--- src/rtl/led_frame_sequencer_if.sv ---
// Signal bundle between the LED frame sequencer and its decoder/synchronizer/reshaper neighbours.
interface led_frame_sequencer_if #(
  parameter int BITS_PER_LED = 24
);
  logic                    i_line;
  logic                    i_bit_valid;
  logic                    i_bit_value;
  logic                    o_passthru_en;
  logic [BITS_PER_LED-1:0] o_led_data;
  logic                    o_led_update;
  logic                    o_frame_err;
  logic                    o_busy;
  logic [15:0]             o_frame_count;

  modport master (
    output i_line, i_bit_valid, i_bit_value,
    input  o_passthru_en, o_led_data, o_led_update, o_frame_err, o_busy, o_frame_count
  );

  modport slave (
    input  i_line, i_bit_valid, i_bit_value,
    output o_passthru_en, o_led_data, o_led_update, o_frame_err, o_busy, o_frame_count
  );
endinterface

--- src/rtl/led_frame_sequencer.sv ---
// Frame-level controller for a single-LED serial chain: captures the first BITS_PER_LED bits
// of each frame, then forwards. Optional frame counter enabled by macro LED_FRAME_STATS_EN.
module led_frame_sequencer #(
  parameter int BITS_PER_LED = 24,
  parameter int RESET_CYCLES = 2500
) (
  input  logic                   i_clk,
  input  logic                   i_reset_n,
  led_frame_sequencer_if.slave   bus
);
  localparam int GAP_W = $clog2(RESET_CYCLES + 1);
  localparam int CNT_W = $clog2(BITS_PER_LED + 1);

  typedef enum logic [1:0] {
    SYNC    = 2'd0,
    CAPTURE = 2'd1,
    FORWARD = 2'd2
  } state_t;

  state_t                  state;
  logic [GAP_W-1:0]        gap_cnt;
  logic [CNT_W-1:0]        bit_cnt;
  logic [BITS_PER_LED-1:0] staging;
  logic [BITS_PER_LED-1:0] led_data;
  logic                    passthru_en;
  logic                    led_update;
  logic                    frame_err;
  logic                    busy;
  logic                    gap_evt;

  // Saturating counter guarantees one gap_evt per low period regardless of its length.
  assign gap_evt = !bus.i_line && (gap_cnt == GAP_W'(RESET_CYCLES - 1));

  always_ff @(posedge i_clk) begin
    if (!i_reset_n) begin
      gap_cnt <= '0;
    end else if (bus.i_line) begin
      gap_cnt <= '0;
    end else if (gap_cnt != GAP_W'(RESET_CYCLES)) begin
      gap_cnt <= gap_cnt + GAP_W'(1);
    end
  end

  always_ff @(posedge i_clk) begin
    if (!i_reset_n) begin
      state       <= SYNC;
      bit_cnt     <= '0;
      staging     <= '0;
      led_data    <= '0;
      passthru_en <= 1'b0;
      led_update  <= 1'b0;
      frame_err   <= 1'b0;
      busy        <= 1'b0;
    end else begin
      led_update <= 1'b0;
      frame_err  <= 1'b0;
      case (state)
        SYNC: begin
          busy <= 1'b0;
          if (gap_evt) state <= CAPTURE;
        end
        CAPTURE: begin
          // gap_evt takes priority; a coincident bit is dropped.
          if (gap_evt) begin
            if (bit_cnt != '0) frame_err <= 1'b1;
            bit_cnt <= '0;
            busy    <= 1'b0;
          end else if (bus.i_bit_valid) begin
            staging <= (staging << 1) | BITS_PER_LED'(bus.i_bit_value);
            bit_cnt <= bit_cnt + CNT_W'(1);
            busy    <= 1'b1;
            if (bit_cnt == CNT_W'(BITS_PER_LED - 1)) begin
              state       <= FORWARD;
              passthru_en <= 1'b1;
            end
          end
        end
        FORWARD: begin
          if (gap_evt) begin
            led_data    <= staging;
            led_update  <= 1'b1;
            passthru_en <= 1'b0;
            bit_cnt     <= '0;
            busy        <= 1'b0;
            state       <= CAPTURE;
          end
        end
        default: begin
          state <= SYNC;
          busy  <= 1'b0;
        end
      endcase
    end
  end

`ifdef LED_FRAME_STATS_EN
  logic [15:0] frame_count;

  always_ff @(posedge i_clk) begin
    if (!i_reset_n) begin
      frame_count <= '0;
    end else if (state == FORWARD && gap_evt) begin
      frame_count <= frame_count + 16'd1;
    end
  end

  assign bus.o_frame_count = frame_count;
`else
  assign bus.o_frame_count = '0;
`endif

  assign bus.o_passthru_en = passthru_en;
  assign bus.o_led_data    = led_data;
  assign bus.o_led_update  = led_update;
  assign bus.o_frame_err   = frame_err;
  assign bus.o_busy        = busy;
endmodule

--- src/flat_wrapper.sv ---
// flat-port wrapper written by rule: the top's interface ports become plain ports
module led_frame_sequencer_flat 
#(
  parameter int BITS_PER_LED = 24,
  parameter int RESET_CYCLES = 2500
)
  (i_clk, i_reset_n, bus_i_line, bus_i_bit_valid, bus_i_bit_value, bus_o_passthru_en, bus_o_led_data, bus_o_led_update, bus_o_frame_err, bus_o_busy, bus_o_frame_count);
  led_frame_sequencer_if #(.BITS_PER_LED(BITS_PER_LED)) bus_i ();
  input  logic i_clk;
  input  logic i_reset_n;
  input wire logic [$bits(bus_i.i_line)-1:0] bus_i_line;
  input wire logic [$bits(bus_i.i_bit_valid)-1:0] bus_i_bit_valid;
  input wire logic [$bits(bus_i.i_bit_value)-1:0] bus_i_bit_value;
  output wire logic [$bits(bus_i.o_passthru_en)-1:0] bus_o_passthru_en;
  output wire logic [$bits(bus_i.o_led_data)-1:0] bus_o_led_data;
  output wire logic [$bits(bus_i.o_led_update)-1:0] bus_o_led_update;
  output wire logic [$bits(bus_i.o_frame_err)-1:0] bus_o_frame_err;
  output wire logic [$bits(bus_i.o_busy)-1:0] bus_o_busy;
  output wire logic [$bits(bus_i.o_frame_count)-1:0] bus_o_frame_count;
  assign bus_i.i_line = bus_i_line;
  assign bus_i.i_bit_valid = bus_i_bit_valid;
  assign bus_i.i_bit_value = bus_i_bit_value;
  assign bus_o_passthru_en = bus_i.o_passthru_en;
  assign bus_o_led_data = bus_i.o_led_data;
  assign bus_o_led_update = bus_i.o_led_update;
  assign bus_o_frame_err = bus_i.o_frame_err;
  assign bus_o_busy = bus_i.o_busy;
  assign bus_o_frame_count = bus_i.o_frame_count;
  led_frame_sequencer #(.BITS_PER_LED(BITS_PER_LED), .RESET_CYCLES(RESET_CYCLES)) u_core (.i_clk(i_clk), .i_reset_n(i_reset_n), .bus(bus_i));
endmodule
--- config.mk ---
export PLATFORM = sky130hd
export DESIGN_NAME = led_frame_sequencer_flat
export DESIGN_NICKNAME = d
export VERILOG_FILES = /design/src/rtl/led_frame_sequencer_if.sv /design/src/rtl/led_frame_sequencer.sv /design/src/flat_wrapper.sv
export SDC_FILE = /design/constraint.sdc
export NUM_CORES = 1
export LEC_CHECK = 0
export CORE_MARGIN = 3
export CORE_UTILIZATION = 35
export DETAILED_ROUTE_END_ITERATION = 12
export GPL_ROUTABILITY_DRIVEN = 0
export MAX_ROUTING_LAYER = met4
export SETUP_SLACK_MARGIN = 0.5
export SLEW_MARGIN = 40
export SYNTH_ARGS = -nofsm -noshare
export SYNTH_HDL_FRONTEND = slang
export SYNTH_SLANG_ARGS = --single-unit
--- constraint.sdc ---
create_clock -name i_clk -period 3.3 [get_ports i_clk]
set_input_delay 0.33 -clock i_clk [delete_from_list [all_inputs] [get_ports i_clk]]
set_output_delay 0.33 -clock i_clk [all_outputs]
set_load 0.02 [all_outputs]
== Yosys cells after proc, flatten, opt, wreduce, memory -nomap -nowiden ==
Cells that the tools add are included.
Widths: inputs -> output; s select.

* Input bits: 5
* Register bits: 71
* Output and inout port bits: 44
* Word-level logic and storage cells: 59

* Reductions and logical operators: 15
* Equal/unequal tests: 11
* $add $sub $neg: 2
* Bitwise gates (word level): 3
* Muxes and demuxes: 19

{| class="wikitable"
|+ Operator list
! cell !! number
|-
| $or 24x1->24 || 1
|-
| $mux 5 || 3
|-
| $add 12x1->12 const B || 1
|-
| $eq 12x12->1 const B || 1
|-
| $ne 12x12->1 const B || 1
|-
| $pmux 5 s2 || 1
|-
| $reduce_and 3->1 || 3
|-
| $mux 1 || 8
|-
| $mux 2 || 4
|-
| $ne 2x1->1 const B || 3
|-
| $reduce_and 2->1 || 3
|-
| $add 5x1->5 const B || 1
|-
| $eq 5x5->1 const B || 1
|-
| $reduce_and 5->1 || 1
|-
| $reduce_bool 5->1 || 1
|-
| $ne 2x2->1 const B || 2
|-
| $pmux 1 s2 || 2
|-
| $pmux 2 s2 || 1
|-
| $reduce_and 4->1 || 1
|-
| $reduce_or 2->1 || 2
|-
| $ne 3x2->1 const B || 1
|-
| $eq 2x1->1 const B || 1
|-
| $eq 2x2->1 const B || 1
|-
| $logic_not 2->1 || 1
|-
| other kinds (4) || 5
|}

== Depth between registers and ports, before layout ==
* Depth in word-level cells: 5
* Gate-level depth with buffers: 7
* Depth with buffers taken out: 6

== Least setup slack after synthesis ==
No wires, ideal clock.

* Kind: register to register
* From: register u_core.gap_cnt[1]
* To: register u_core.led_data[15] (netlist: u_core.bus.o_led_data[15])
* Data required time: 3,168 ps
* Library setup time: 132 ps
* Buffers on the path: 2
* Arrival: 1,860 ps
* Stages on the path, launching flop included: 8
* Slack: 1,307 ps
* Period minus slack after synthesis: 1,993 ps
* Path through: dfxtp_1 -> ha_1 -> or3b_1 -> or4_1 -> buf_4 -> buf_2 -> o21ai_0 -> a21oi_1

* Cells in the longest elaborated chain, start to end: 3

{| class="wikitable"
|+ Ends and longest elaborated chain
! element !! RTL line !! RTL
|-
| from (decl) || led_frame_sequencer.sv:21 || <nowiki>logic [GAP_W-1:0] gap_cnt;</nowiki>
|-
| from (signal assigned) || led_frame_sequencer.sv:40 || <nowiki>gap_cnt <= gap_cnt + GAP_W'(1);</nowiki>
|-
| $eq 12x12->1 || led_frame_sequencer.sv:32 || <nowiki>assign gap_evt = !bus.i_line && (gap_cnt == GAP_W'(RESET_CYCLES - 1));</nowiki>
|-
| $logic_and 1x1->1 || led_frame_sequencer.sv:32 ||
|-
| $reduce_and 2->1 (no line) || n/a ||
|-
| to (signal assigned) || led_frame_sequencer.sv:80 || <nowiki>led_data <= staging;</nowiki>
|-
| to (decl) || led_frame_sequencer.sv:24 || <nowiki>logic [BITS_PER_LED-1:0] led_data;</nowiki>
|}

Every way passes these cells.
A chain may end at the register's enable or synchronous reset.

== Worst setup path in the final report ==
* From: register u_core.gap_cnt[1]
* To: register u_core.led_data[4] (netlist: u_core.bus.o_led_data[4])

The elaborated chain is that of the path after synthesis.

==> flow_summary.toml <==
[outcome]
status = "finished, final reports clean"

[sta]
grt_setup_unrepaired = "no"
slew_violations = 0
timing.final.ws_setup_ns = 0.903
timing.final.crit_share_pct = 72.6
hold_violations = 0
worstMarginPinSlew_ns = 0.860
min_period_ns = 2.40
holdWs_ns = 0.472
finClkSkew_ns = 0.0113
tns_ns = 0
clock.fmax_mhz = 417
relSlewSlack_pct = 42.2
finalSetupViolCount = 0

[power_and_ir_drop]
vdd_drop_max_uv = 202
cellLeakagePower_nw = 1.15
power.density_nw_per_um2 = 458
p_total_mw = 1.65

[place]
dp_slack_ns = 0.651
post-place-cells = 481
portBuffers = 32
placed_cell_area_sq_um = 3390
dp_hpwl_mm = 4.08

[die]
die_w_um = 99.6
die_area_sq_um = 9920
die_y_um = 99.6
top_level_ports = 49
rows = 33
coreArea_sq_um = 8380
floorplan.initialDensity_pct = 36.6

[min_path]
hold_class = "flip-flop to flip-flop"
hold_depth = 2

[clock_tree]
post_cts_buffers = 0
cts-resized-gates = 0
holdBufCountCts = 0
clock_latency_ns = 0.34
cts.reportedPaths.clkPinSlew_ns = 0.08
htreeDepth = 3
clkSinkCount = 71
cts_buffer_depth = 2
cts_root_buf = "clkbuf_8"
numCtsBuffers = 9
cts_tree = "built"

[layout]
stdcell_count = 497
antenna_cells = 0
drive_gt1_share_pct = 6.89
postLayoutCellArea_sq_um = 3600
postLayoutCoreUtil_pct = 42.9
nNetsFinal = 396
area_growth_pct = 17.4

[drt]
via_count = 2646
drt_iter0_drc = 155
wl_per_cell_um = 13.6
drt_drc_violations_left = 0
drt.antenna.violating_nets = 0
via_per_inst = 5.32
first_pass_iters = 4
routed_wl_mm = 6.75

[setup_path]
reg2regPathDepth = 6
rrSetupSlack_ns = 0.90
rr_startpoint = "u_core.gap_cnt[1]"
critical_path.startpoint = "u_core.gap_cnt[1]"
critPathKind = "flip-flop to flip-flop"
max_stage_delay_ns = 0.61
cp_num_buf_inv = 1
path_cells = "ha_1, or3b_1, or4_2, buf_4, o21ai_0, a21oi_1"
cp-start-kind = "flip-flop"
cp_top_family = "simple AND/OR/NAND/NOR gates"
crit_arrival_ns = 2.59
crit_cells = 6
cp-end-kind = "flip-flop"
cp_slowest_cell = "or4_2"
r2r_end = "u_core.bus.o_led_data[4]"
crit_end = "u_core.bus.o_led_data[4]"
critPathRequiredTime_ns = 3.50
critPathMaxFanout = 62

[logic_synthesis]
yosysTopAreaCell = "dfxtp_1"
ys_ff_latch = 71
synth.distinct_cells = 40
synth.avg_cell_area_sq_um = 8.31
ys_warn_count = 0
syn_area_sq_um = 3070
ys_top_cells_by_count = "71 x dfxtp_1, 58 x a21oi_1, 55 x nand3_1, 50 x o21ai_0, 22 x clkbuf_1"
synth_ff_type = "dfxtp_1"
syn_inst = 369
synth.most_common_cell = "dfxtp_1"
yosysSeqAreaShare_pct = 46.3
synth_edf_count = 0
synth_area_leaders = "dfxtp_1 46%, a21oi_1 9.5%, nand3_1 9.0%"
async_reset_ff_share_pct = 0
synth_top_area_share_pct = 46.3

[global_routing]
antenna_found_initial = 0
track_usage_pct = 14.8
grt_overflow = 0
grt_max_degree = 63
grt_pass1_wl_mm = 11.7
grt_pass1_vias = 2498

[job]
cap_violations = 0
## where the power goes
group          internal [mW]  leakage (nW)  switching (mW)
combinational        0.00799         0.467          0.0341
clock                  0.428         0.107           0.320
sequential             0.857         0.572         0.00102
## cells in the final DEF (no fill, tap or decap), types with 2 or more instances in the layout
master and n:
inv_1 5, nor3_1 3, o211ai_1 4, nor2b_1 2
conb_1 16, dfxtp_1 71, xor2_1 5, clkdlybuf4s50_1 32
ha_1 4, buf_4 7, a31oi_1 3, or4_1 5
o21ai_0 50, clkbuf_8 9, and3_1 2, o31ai_1 3
clkinv_4 2, nand3_1 55, and2_1 2, a21oi_1 58
nand4bb_1 2, nand2b_1 3, a211oi_1 2, nand4_1 7
nor2_1 10, clkbuf_1 2, nand2_1 10, bufinv_16 2
## logic make-up (layout without fill, tap and decap cells)
family,count (synthesis),after routing,synth area share (%)
buffers and inverters,53,61,9.02
xor gates and xnor gates,6,6,1.71
AOI/OAI and AO/OA,121,121,20.7
adders and majority gates,4,4,1.63
other,1,16,0.122
muxes,1,1,0.326
and+or+nand+nor,112,112,20.1
DFF,71,71,46.3
## worst register-to-register path: cells and delay by family, from the launching register on
family | cells | cell delay, ns
adders and majority gates | 1 | 0.19
AOI/OAI and AO/OA | 2 | 0.35
DFF | 1 | 0.37
buffers and inverters | 1 | 0.33
and+or+nand+nor | 2 | 1.01
## worst min path at each step
stage	endpoint	from
6_report	u_core.bus.o_led_data[9]	u_core.bus.o_led_data[9]
5_1_grt	u_core.bus.o_led_data[14]	u_core.bus.o_led_data[14]
4_1_cts	u_core.staging[23]	u_core.staging[22]
3_5_place_dp	u_core.bus.o_led_data[11]	u_core.bus.o_led_data[11]
3_3_place_gp	u_core.bus.o_led_data[6]	u_core.bus.o_led_data[6]
2_1_floorplan	u_core.bus.o_led_data[23]	u_core.staging[23]
## registers in the layout, indices dropped and copies added (netlist names)
| name | count |
|---|---|
| u_core.bit_cnt | 5 |
| u_core.bus.o_busy | 1 |
| u_core.bus.o_frame_err | 1 |
| u_core.bus.o_led_data | 24 |
| u_core.bus.o_led_update | 1 |
| u_core.bus.o_passthru_en | 1 |
| u_core.gap_cnt | 12 |
| u_core.staging | 24 |
| u_core.state | 2 |
## area by class of cell
cell class,instances,area [sq um]
repair buffers,39,373
multi-input cells,260,1440
fillers,874,4780
clock inverters,5,82.6
inverters,6,22.5
well taps,105,131
flip-flops and latches,71,1420
clock buffers,11,131
## metal layers
metal | part of all wire [%] | track usage, %
met2 | 46 | 23.3
met4 | 1.1 | 5.36
met3 | 4.1 | 3.93
met5 | 0 | -
met1 | 49 | 18.2
No activity file was read; power rests on OpenSTA's default activity.
